[src/rtl/switch_schedule_pkg.sv]
// switch_schedule_pkg
// Shared types and helpers for the switch schedule sequencer.
//   sched_state_t : sequencer state (IDLE / RUN / DONE)
//   INIT_OFF/ON   : legal values for the INIT parameter
//   count_width   : width needed to hold 0..depth entries
//   addr_width    : width needed to index depth entries
package switch_schedule_pkg;

  typedef enum logic [1:0] {
    ST_IDLE = 2'd0,
    ST_RUN  = 2'd1,
    ST_DONE = 2'd2
  } sched_state_t;

  localparam logic INIT_OFF = 1'b0;
  localparam logic INIT_ON  = 1'b1;

  function automatic int count_width(input int depth);
    return $clog2(depth + 1);
  endfunction

  function automatic int addr_width(input int depth);
    return (depth > 1) ? $clog2(depth) : 1;
  endfunction

endpackage

[src/rtl/switch_schedule_list.sv]
// switch_schedule_list
// DEPTH x TW register file holding the toggle-time list.
// Ports:
//   clk_i, rst_n_i   : clock, synchronous active-low reset
//   clear_i          : empty the list
//   push_i           : append push_data_i at index count
//   ptr_i            : read index for the run-time compare
//   rd_data_o        : list[ptr_i]
//   last_time_o      : list[count-1] (0 when empty), for the monotonic check
//   count_o          : number of stored entries
module switch_schedule_list
  import switch_schedule_pkg::*;
#(
  parameter int DEPTH = 8,
  parameter int TW    = 32
) (
  input  logic                          clk_i,
  input  logic                          rst_n_i,
  input  logic                          clear_i,
  input  logic                          push_i,
  input  logic [TW-1:0]                 push_data_i,
  input  logic [count_width(DEPTH)-1:0] ptr_i,
  output logic [TW-1:0]                 rd_data_o,
  output logic [TW-1:0]                 last_time_o,
  output logic [count_width(DEPTH)-1:0] count_o
);

  localparam int CW = count_width(DEPTH);
  localparam int AW = addr_width(DEPTH);

  logic [TW-1:0] mem_q [DEPTH];
  logic [CW-1:0] count_q, count_d;
  logic [AW-1:0] wr_idx, rd_idx, last_idx;

  // Writers only push while count < DEPTH and only read at ptr < count,
  // so truncating to the address width never aliases a live entry.
  assign wr_idx   = AW'(count_q);
  assign rd_idx   = AW'(ptr_i);
  assign last_idx = AW'(count_q - CW'(1));

  always_comb begin
    count_d = count_q;
    if (clear_i) begin
      count_d = '0;
    end else if (push_i) begin
      count_d = count_q + CW'(1);
    end
  end

  always_ff @(posedge clk_i) begin
    if (!rst_n_i) begin
      count_q <= '0;
      for (int i = 0; i < DEPTH; i++) mem_q[i] <= '0;
    end else begin
      count_q <= count_d;
      if (clear_i) begin
        for (int i = 0; i < DEPTH; i++) mem_q[i] <= '0;
      end else if (push_i) begin
        mem_q[wr_idx] <= push_data_i;
      end
    end
  end

  assign rd_data_o   = mem_q[rd_idx];
  assign last_time_o = (count_q == '0) ? '0 : mem_q[last_idx];
  assign count_o     = count_q;

endmodule

[src/rtl/switch_schedule_seq.sv]
// switch_schedule_seq
// Generates the on/off control level for a downstream analog switch from a
// list of absolute toggle ticks, either as a single pass or periodically.
//
//   state | meaning
//   IDLE  | accepting toggle-time entries, waiting for start
//   RUN   | timer counting, sw_on flips on each listed tick
//   DONE  | run finished or aborted, sw_on held; start reruns
//
// Ports:
//   clk_i, rst_n_i   : clock, synchronous active-low reset
//   load_valid_i/load_time_i/load_ready_o : toggle-time entry handshake
//   start_i          : begin/restart a run
//   repeat_en_i      : periodic mode, sampled with an accepted start
//   abort_i          : stop the run, hold sw_on
//   clear_i          : empty the list, return to IDLE, sw_on <- INIT
//   sw_on_o          : switch control level
//   toggle_pulse_o   : first cycle of a new sw_on level
//   busy_o, done_o   : state is RUN / DONE
//   err_o            : sticky, an entry was rejected
//   count_o          : number of stored entries
module switch_schedule_seq
  import switch_schedule_pkg::*;
#(
  parameter int   DEPTH = 8,
  parameter int   TW    = 32,
  parameter logic INIT  = INIT_OFF
) (
  input  logic                          clk_i,
  input  logic                          rst_n_i,
  input  logic                          load_valid_i,
  input  logic [TW-1:0]                 load_time_i,
  output logic                          load_ready_o,
  input  logic                          start_i,
  input  logic                          repeat_en_i,
  input  logic                          abort_i,
  input  logic                          clear_i,
  output logic                          sw_on_o,
  output logic                          toggle_pulse_o,
  output logic                          busy_o,
  output logic                          done_o,
  output logic                          err_o,
  output logic [count_width(DEPTH)-1:0] count_o
);

  localparam int CW = count_width(DEPTH);

  sched_state_t  state_q;
  logic [TW-1:0] timer_q;
  logic [CW-1:0] ptr_q;
  logic          sw_q, pulse_q, err_q, busy_q, done_q, repeat_q;

  logic [TW-1:0] rd_data, last_time;
  logic [CW-1:0] count;
  logic          load_fire, load_bad, push, match, last_hit, start_ok;

  assign load_ready_o = (state_q == ST_IDLE) && (count < CW'(DEPTH));
  assign load_fire    = load_valid_i && load_ready_o;
  // Rejected entries are still consumed; they only raise err.
  assign load_bad     = (load_time_i == '0) ||
                        ((count != '0) && (load_time_i <= last_time));
  assign push         = load_fire && !load_bad && !clear_i;

  assign match    = (state_q == ST_RUN) && (timer_q == rd_data);
  assign last_hit = (ptr_q == count - CW'(1));
  // An entry stored in the start cycle counts toward a non-empty list.
  assign start_ok = start_i &&
                    ((state_q == ST_DONE) ||
                     ((state_q == ST_IDLE) && ((count != '0) || push)));

  switch_schedule_list #(
    .DEPTH(DEPTH),
    .TW   (TW)
  ) u_list (
    .clk_i      (clk_i),
    .rst_n_i    (rst_n_i),
    .clear_i    (clear_i),
    .push_i     (push),
    .push_data_i(load_time_i),
    .ptr_i      (ptr_q),
    .rd_data_o  (rd_data),
    .last_time_o(last_time),
    .count_o    (count)
  );

  always_ff @(posedge clk_i) begin
    if (!rst_n_i) begin
      state_q  <= ST_IDLE;
      timer_q  <= '0;
      ptr_q    <= '0;
      sw_q     <= INIT;
      pulse_q  <= 1'b0;
      err_q    <= 1'b0;
      busy_q   <= 1'b0;
      done_q   <= 1'b0;
      repeat_q <= 1'b0;
    end else if (clear_i) begin
      state_q  <= ST_IDLE;
      timer_q  <= '0;
      ptr_q    <= '0;
      sw_q     <= INIT;
      pulse_q  <= 1'b0;
      err_q    <= 1'b0;
      busy_q   <= 1'b0;
      done_q   <= 1'b0;
      repeat_q <= 1'b0;
    end else begin
      pulse_q <= 1'b0;
      if (load_fire && load_bad) err_q <= 1'b1;

      unique case (state_q)
        ST_IDLE, ST_DONE: begin
          if (start_ok) begin
            state_q  <= ST_RUN;
            timer_q  <= '0;
            ptr_q    <= '0;
            repeat_q <= repeat_en_i;
            busy_q   <= 1'b1;
            done_q   <= 1'b0;
          end
        end
        ST_RUN: begin
          if (abort_i) begin
            state_q <= ST_DONE;
            busy_q  <= 1'b0;
            done_q  <= 1'b1;
          end else if (match) begin
            sw_q    <= ~sw_q;
            pulse_q <= 1'b1;
            if (!last_hit) begin
              ptr_q   <= ptr_q + CW'(1);
              timer_q <= timer_q + TW'(1);
            end else if (repeat_q) begin
              // Restart at 1 so the period equals the last entry.
              ptr_q   <= '0;
              timer_q <= TW'(1);
            end else begin
              state_q <= ST_DONE;
              busy_q  <= 1'b0;
              done_q  <= 1'b1;
            end
          end else begin
            timer_q <= timer_q + TW'(1);
          end
        end
        default: begin
          state_q <= ST_IDLE;
          busy_q  <= 1'b0;
          done_q  <= 1'b0;
        end
      endcase
    end
  end

  assign sw_on_o        = sw_q;
  assign toggle_pulse_o = pulse_q;
  assign busy_o         = busy_q;
  assign done_o         = done_q;
  assign err_o          = err_q;
  assign count_o        = count;

endmodule
[config.mk]
export PLATFORM = sky130hd
export DESIGN_NAME = switch_schedule_seq
export DESIGN_NICKNAME = d
export VERILOG_FILES = /design/src/rtl/switch_schedule_pkg.sv /design/src/rtl/switch_schedule_list.sv /design/src/rtl/switch_schedule_seq.sv
export SDC_FILE = /design/constraint.sdc
export NUM_CORES = 1
export LEC_CHECK = 0
export BUFFER_PORTS_ARGS = -buffer_cell sky130_fd_sc_hd__buf_4
export CAP_MARGIN = 10
export CORE_MARGIN = 4
export CORE_UTILIZATION = 45
export DETAILED_ROUTE_END_ITERATION = 8
export PLACE_DENSITY = 0.66
export SLEW_MARGIN = 25
export SYNTH_ARGS = -nofsm -noshare
export SYNTH_HDL_FRONTEND = slang
export SYNTH_HIERARCHICAL = 1
export SYNTH_SLANG_ARGS = --single-unit
[constraint.sdc]
create_clock -name clk_i -period 6.9 [get_ports clk_i]
set_input_delay 1.035 -clock clk_i [delete_from_list [all_inputs] [get_ports clk_i]]
set_output_delay 1.035 -clock clk_i [all_outputs]
set_load 0.01 [all_outputs]
==> report_table.html <==
<table>
<tr><th>Metric</th><th>Value</th></tr>
<tr><th colspan="2">Clock network</th></tr>
<tr><td>Clock latency at the later pin of the worst-skew pair</td><td>0.56 ns</td></tr>
<tr><td>Number of clock sinks seen by CTS</td><td>about 300</td></tr>
<tr><td>Clock H-tree levels</td><td>2</td></tr>
<tr><td>Count of hold-fix buffers inserted at cts</td><td>0</td></tr>
<tr><td>Number of buffers added by the clock tree synthesis step</td><td>36</td></tr>
<tr><td>CTS tree</td><td>done</td></tr>
<tr><td>Root Driver</td><td>clkbuf_16</td></tr>
<tr><td>Number of buffers on the longest clock path</td><td>3</td></tr>
<tr><td>Resize count post-CTS</td><td>0</td></tr>
<tr><td>Number of post-CTS setup repair buffers</td><td>0</td></tr>
<tr><td>Clock-pin transition on the worst setup and hold timing paths</td><td>0.06 ns</td></tr>
<tr><th colspan="2">Critical path</th></tr>
<tr><td>Type of destination of the critical path</td><td>flop</td></tr>
<tr><td>Highest fanout seen on the critical path</td><td>37</td></tr>
<tr><td>Kind of launch point of the worst setup path</td><td>flop</td></tr>
<tr><td>Type of the worst setup path</td><td>flop to flop</td></tr>
<tr><td>Required time of the critical path</td><td>7.18 ns</td></tr>
<tr><td>CP Data Arrival Time</td><td>roughly 5.8 ns</td></tr>
<tr><th colspan="2">Yosys</th></tr>
<tr><td>Parity-gate share of the synthesized area counting xor and xnor cells</td><td>2.118%</td></tr>
<tr><td>Async SR Flop Fraction</td><td>0%</td></tr>
<tr><td>Post-synth cell types</td><td>69</td></tr>
<tr><td>Syn nets</td><td>1452</td></tr>
<tr><td>Leading post-synthesis cells by cell area</td><td>edfxtp_1, mux4_2, and2_1</td></tr>
<tr><td>Top cell type by total area after synthesis</td><td>edfxtp_1</td></tr>
<tr><td>Predominant post-synthesis flop cell</td><td>edfxtp_1</td></tr>
<tr><td>Basic-gate share of the synthesized area counting and, or, nand and nor cells</td><td>15.60%</td></tr>
<tr><td>Compound-Gate Fraction of Synth Area</td><td>5.481%</td></tr>
<tr><td>Proportion of synthesized area in mux cells</td><td>between 10% and 20%</td></tr>
<tr><td>Adder-cell area share of the yosys netlist</td><td>roughly 2.8%</td></tr>
<tr><td>Yosys synthesis warning count</td><td>6</td></tr>
<tr><td>Number of flops mapped to enable cells by yosys</td><td>256</td></tr>
<tr><td>Cell area after synthesis</td><td>0.01760 mm2</td></tr>
<tr><td>Post-synthesis sequential area ratio</td><td>49.02%</td></tr>
<tr><td>Average size of a mapped cell</td><td>12.81 um2</td></tr>
<tr><td>Area share of the largest cell type after synthesis</td><td>43.67%</td></tr>
<tr><td>Largest family of logic cells by synthesized area</td><td>multiplexers</td></tr>
<tr><td>Post-synthesis sequential element count</td><td>303</td></tr>
<tr><td>Count of mapped cells out of synthesis</td><td>1374</td></tr>
<tr><th colspan="2">Layout</th></tr>
<tr><td>Final Non-Filler Cells</td><td>1952</td></tr>
<tr><td>Number of diodes</td><td>0</td></tr>
<tr><td>Most frequent cells in the layout</td><td>and2_1, edfxtp_1, inv_1</td></tr>
<tr><td>Most common library cell in the layout ignoring fill and taps</td><td>and2_1</td></tr>
<tr><td>Synthesis-to-finish area growth</td><td>11.82%</td></tr>
<tr><td>Nets</td><td>1490</td></tr>
<tr><td>Layout fillers</td><td>3288</td></tr>
<tr><td>Fraction of final layout cells with drive strength greater than 1</td><td>20.92%</td></tr>
<tr><th colspan="2">STA</th></tr>
<tr><td>Fmax</td><td>between 150 and 200 MHz</td></tr>
<tr><td>Tightest slew margin relative to the limit</td><td>between 20% and 30%</td></tr>
<tr><td>Worst-Margin Slew</td><td>around 1.1 ns</td></tr>
<tr><td>Skew final</td><td>0.02804 ns</td></tr>
<tr><td>Number of slew-limit violations in the final report</td><td>0</td></tr>
<tr><td>Setup repair after global routing missed its margin</td><td>no</td></tr>
<tr><td>Final setup TNS</td><td>0 ns</td></tr>
<tr><td>Final worst path period share</td><td>79.47%</td></tr>
<tr><td>Final hold violation count</td><td>0</td></tr>
<tr><td>Min cycle time layout</td><td>roughly 5.5 ns</td></tr>
<tr><td>Final Setup Violations</td><td>0</td></tr>
<tr><th colspan="2">Placed design</th></tr>
<tr><td>Number of cells after detailed placement</td><td>between 1.5k and 2k</td></tr>
<tr><td>Buffers added on ports</td><td>48</td></tr>
<tr><td>Final HPWL DP</td><td>around 30 mm</td></tr>
<tr><td>Final weighted congestion in routability-driven placement</td><td>roughly 0.85</td></tr>
<tr><th colspan="2">Floorplanning</th></tr>
<tr><td>Placement Rows</td><td>between 70 and 80</td></tr>
<tr><td>Area inside the core boundary</td><td>0.03865 mm2</td></tr>
<tr><td>Die Footprint</td><td>0.04234 mm2</td></tr>
<tr><td>Height of the die</td><td>205.8 um</td></tr>
<tr><td>Die span in x</td><td>205.8 um</td></tr>
<tr><td>Effective utilization at floorplan</td><td>45.55%</td></tr>
<tr><td>Top-level I/O count</td><td>49</td></tr>
<tr><th colspan="2">Drt</th></tr>
<tr><td>DRT antenna net count</td><td>0</td></tr>
<tr><td>Detailed router's first-iteration violation count</td><td>1148</td></tr>
<tr><td>Drt total wl</td><td>47.63 mm</td></tr>
<tr><td>Via count</td><td>11.63k</td></tr>
<tr><td>Routed wirelength normalized by instance count</td><td>approximately 24 um</td></tr>
<tr><td>Ratio of routed vias to standard cells</td><td>just under 6</td></tr>
<tr><td>Iteration count of the initial detailed-routing pass</td><td>5</td></tr>
<tr><td>DRC</td><td>0</td></tr>
<tr><th colspan="2">Power and ir drop</th></tr>
<tr><td>Power Density</td><td>between 200 and 250 mW/mm2</td></tr>
<tr><td>Maximum vdd ir drop</td><td>~0.15 mV</td></tr>
<tr><td>Standby leakage power</td><td>6.995 nW</td></tr>
<tr><th colspan="2">Flow run</th></tr>
<tr><td>Total of max-cap violations</td><td>0</td></tr>
<tr><th colspan="2">GRT</th></tr>
<tr><td>Maximum number of pins on one net before global-route repair</td><td>77</td></tr>
<tr><td>First-pass GRT wire length</td><td>72.89 mm</td></tr>
<tr><td>Antenna violations before repair</td><td>1</td></tr>
<tr><td>Total track usage</td><td>22.77%</td></tr>
<tr><td>Number of global-route vias before repair</td><td>11.70k</td></tr>
<tr><td>Leftover overflow at the end of global routing</td><td>0</td></tr>
<tr><th colspan="2">Worst hold path</th></tr>
<tr><td>Worst Hold Class</td><td>flop to flop</td></tr>
<tr><th colspan="2">Status</th></tr>
<tr><td>Result of the run</td><td>completed</td></tr>
</table>
critical path: stages (launching register included):
cell,delay [ns]
dfxtp_1,0.49
inv_1,0.16
ha_4,0.70
buf_4,0.30
mux4_2,0.31
inv_1,0.08
o22ai_1,0.07
inv_1,0.07
ha_1,0.24
a21oi_1,0.16
nor2_1,0.06
a211oi_1,0.41
o21ai_0,0.13
o311ai_0,0.51
a21boi_0,0.17
buf_4,0.20
nand2_2,0.27
nor4b_4,0.08
nand2b_2,0.46
buf_12,0.30
cell usage after synthesis (12+ instances only):
cell	number
nand4_1	26
nor2_1	21
edfxtp_1	256
nand3_1	17
a21oi_1	17
mux2_2	32
and2_1	263
mux4_1	27
inv_1	132
nor3_1	25
dfxtp_1	47
nor4_1	22
nand2_1	29
xnor2_1	36
buf_2	21
o21ai_0	65
clkbuf_1	31
o22ai_1	32
buf_6	12
ha_1	39
mux4_2	98
routing by layer:
layer / up-vias / GRT usage (%) / wire length (um)
li1: 5184 / - / -
met1: 5934 / 32.29 / 20970
met2: 421 / 36.38 / 22150
met3: 91 / 4.350 / 3266
met4: 0 / 6.012 / 1248
met5: - / 0 / 0
report_power, final:
group	internal, mW	switching, mW
clock	1.03	0.765
sequential	2.05	0.0343
combinational	0.140	0.186
per-stage QoR:
step           cell area, um2  setup slack (ns)  utilization, %  hold slack [ns]  total power [mW]
2_1_floorplan           17600            0.7685               -           0.4764             2.301
3_3_place_gp            18600             1.689           48.13           0.4944             2.435
3_5_place_dp            18610             1.558           48.15           0.4931             2.444
4_1_cts                 19680             1.540           50.91           0.5016             4.224
5_1_grt                 19680             1.124           50.93           0.5457             4.342
6_report                19680             1.417           50.93           0.4996             4.199
final timing paths:
| kind | from | end | slack, ns | cells after the start |
|---|---|---|---|---|
| worst max register to register | u_list/count_o[1] | u_list/mem_q[4][19] | 1.42 | 19 |
| worst max-delay path | u_list/count_o[1] | u_list/mem_q[4][19] | 1.42 | 19 |
| worst min register to register | busy_o | busy_o | 0.50 | 1 |
| worst min-delay path | busy_o | busy_o | 0.50 | 1 |
area by class of cell:
| cell class | count | area (um2) | area share [%] |
|---|---|---|---|
| clock buffer | 42 | 923.4 | 4.691 |
| clock inverter | 18 | 143.9 | 0.7310 |
| multi-input combinational | 852 | 8107 | 41.19 |
| inverter | 133 | 499.2 | 2.536 |
| tap | 518 | 648.1 | 3.293 |
| timing repair buffer | 86 | 720.7 | 3.662 |
| sequential | 303 | 8641 | 43.90 |
flip-flops by register name, summed over array words and instances (netlist names):
signal,flops
u_list/mem_q,256
timer_q,32
ptr_q,4
u_list/count_o,4
state_q,2
busy_o,1
err_o,1
repeat_q,1
sw_on_o,1
toggle_pulse_o,1
cell families (layout without fill, tap and decap cells):
logic type,count (synthesis),in the layout
flip-flops,303,303
XOR/XNOR,41,41
adder cells (fa/ha/maj),39,39
AND/OR/NAND/NOR,447,447
multiplexers,166,166
buffers and inverters,219,279
AO/OA/AOI/OAI,159,159
No activity file was read; power rests on OpenSTA's default activity.
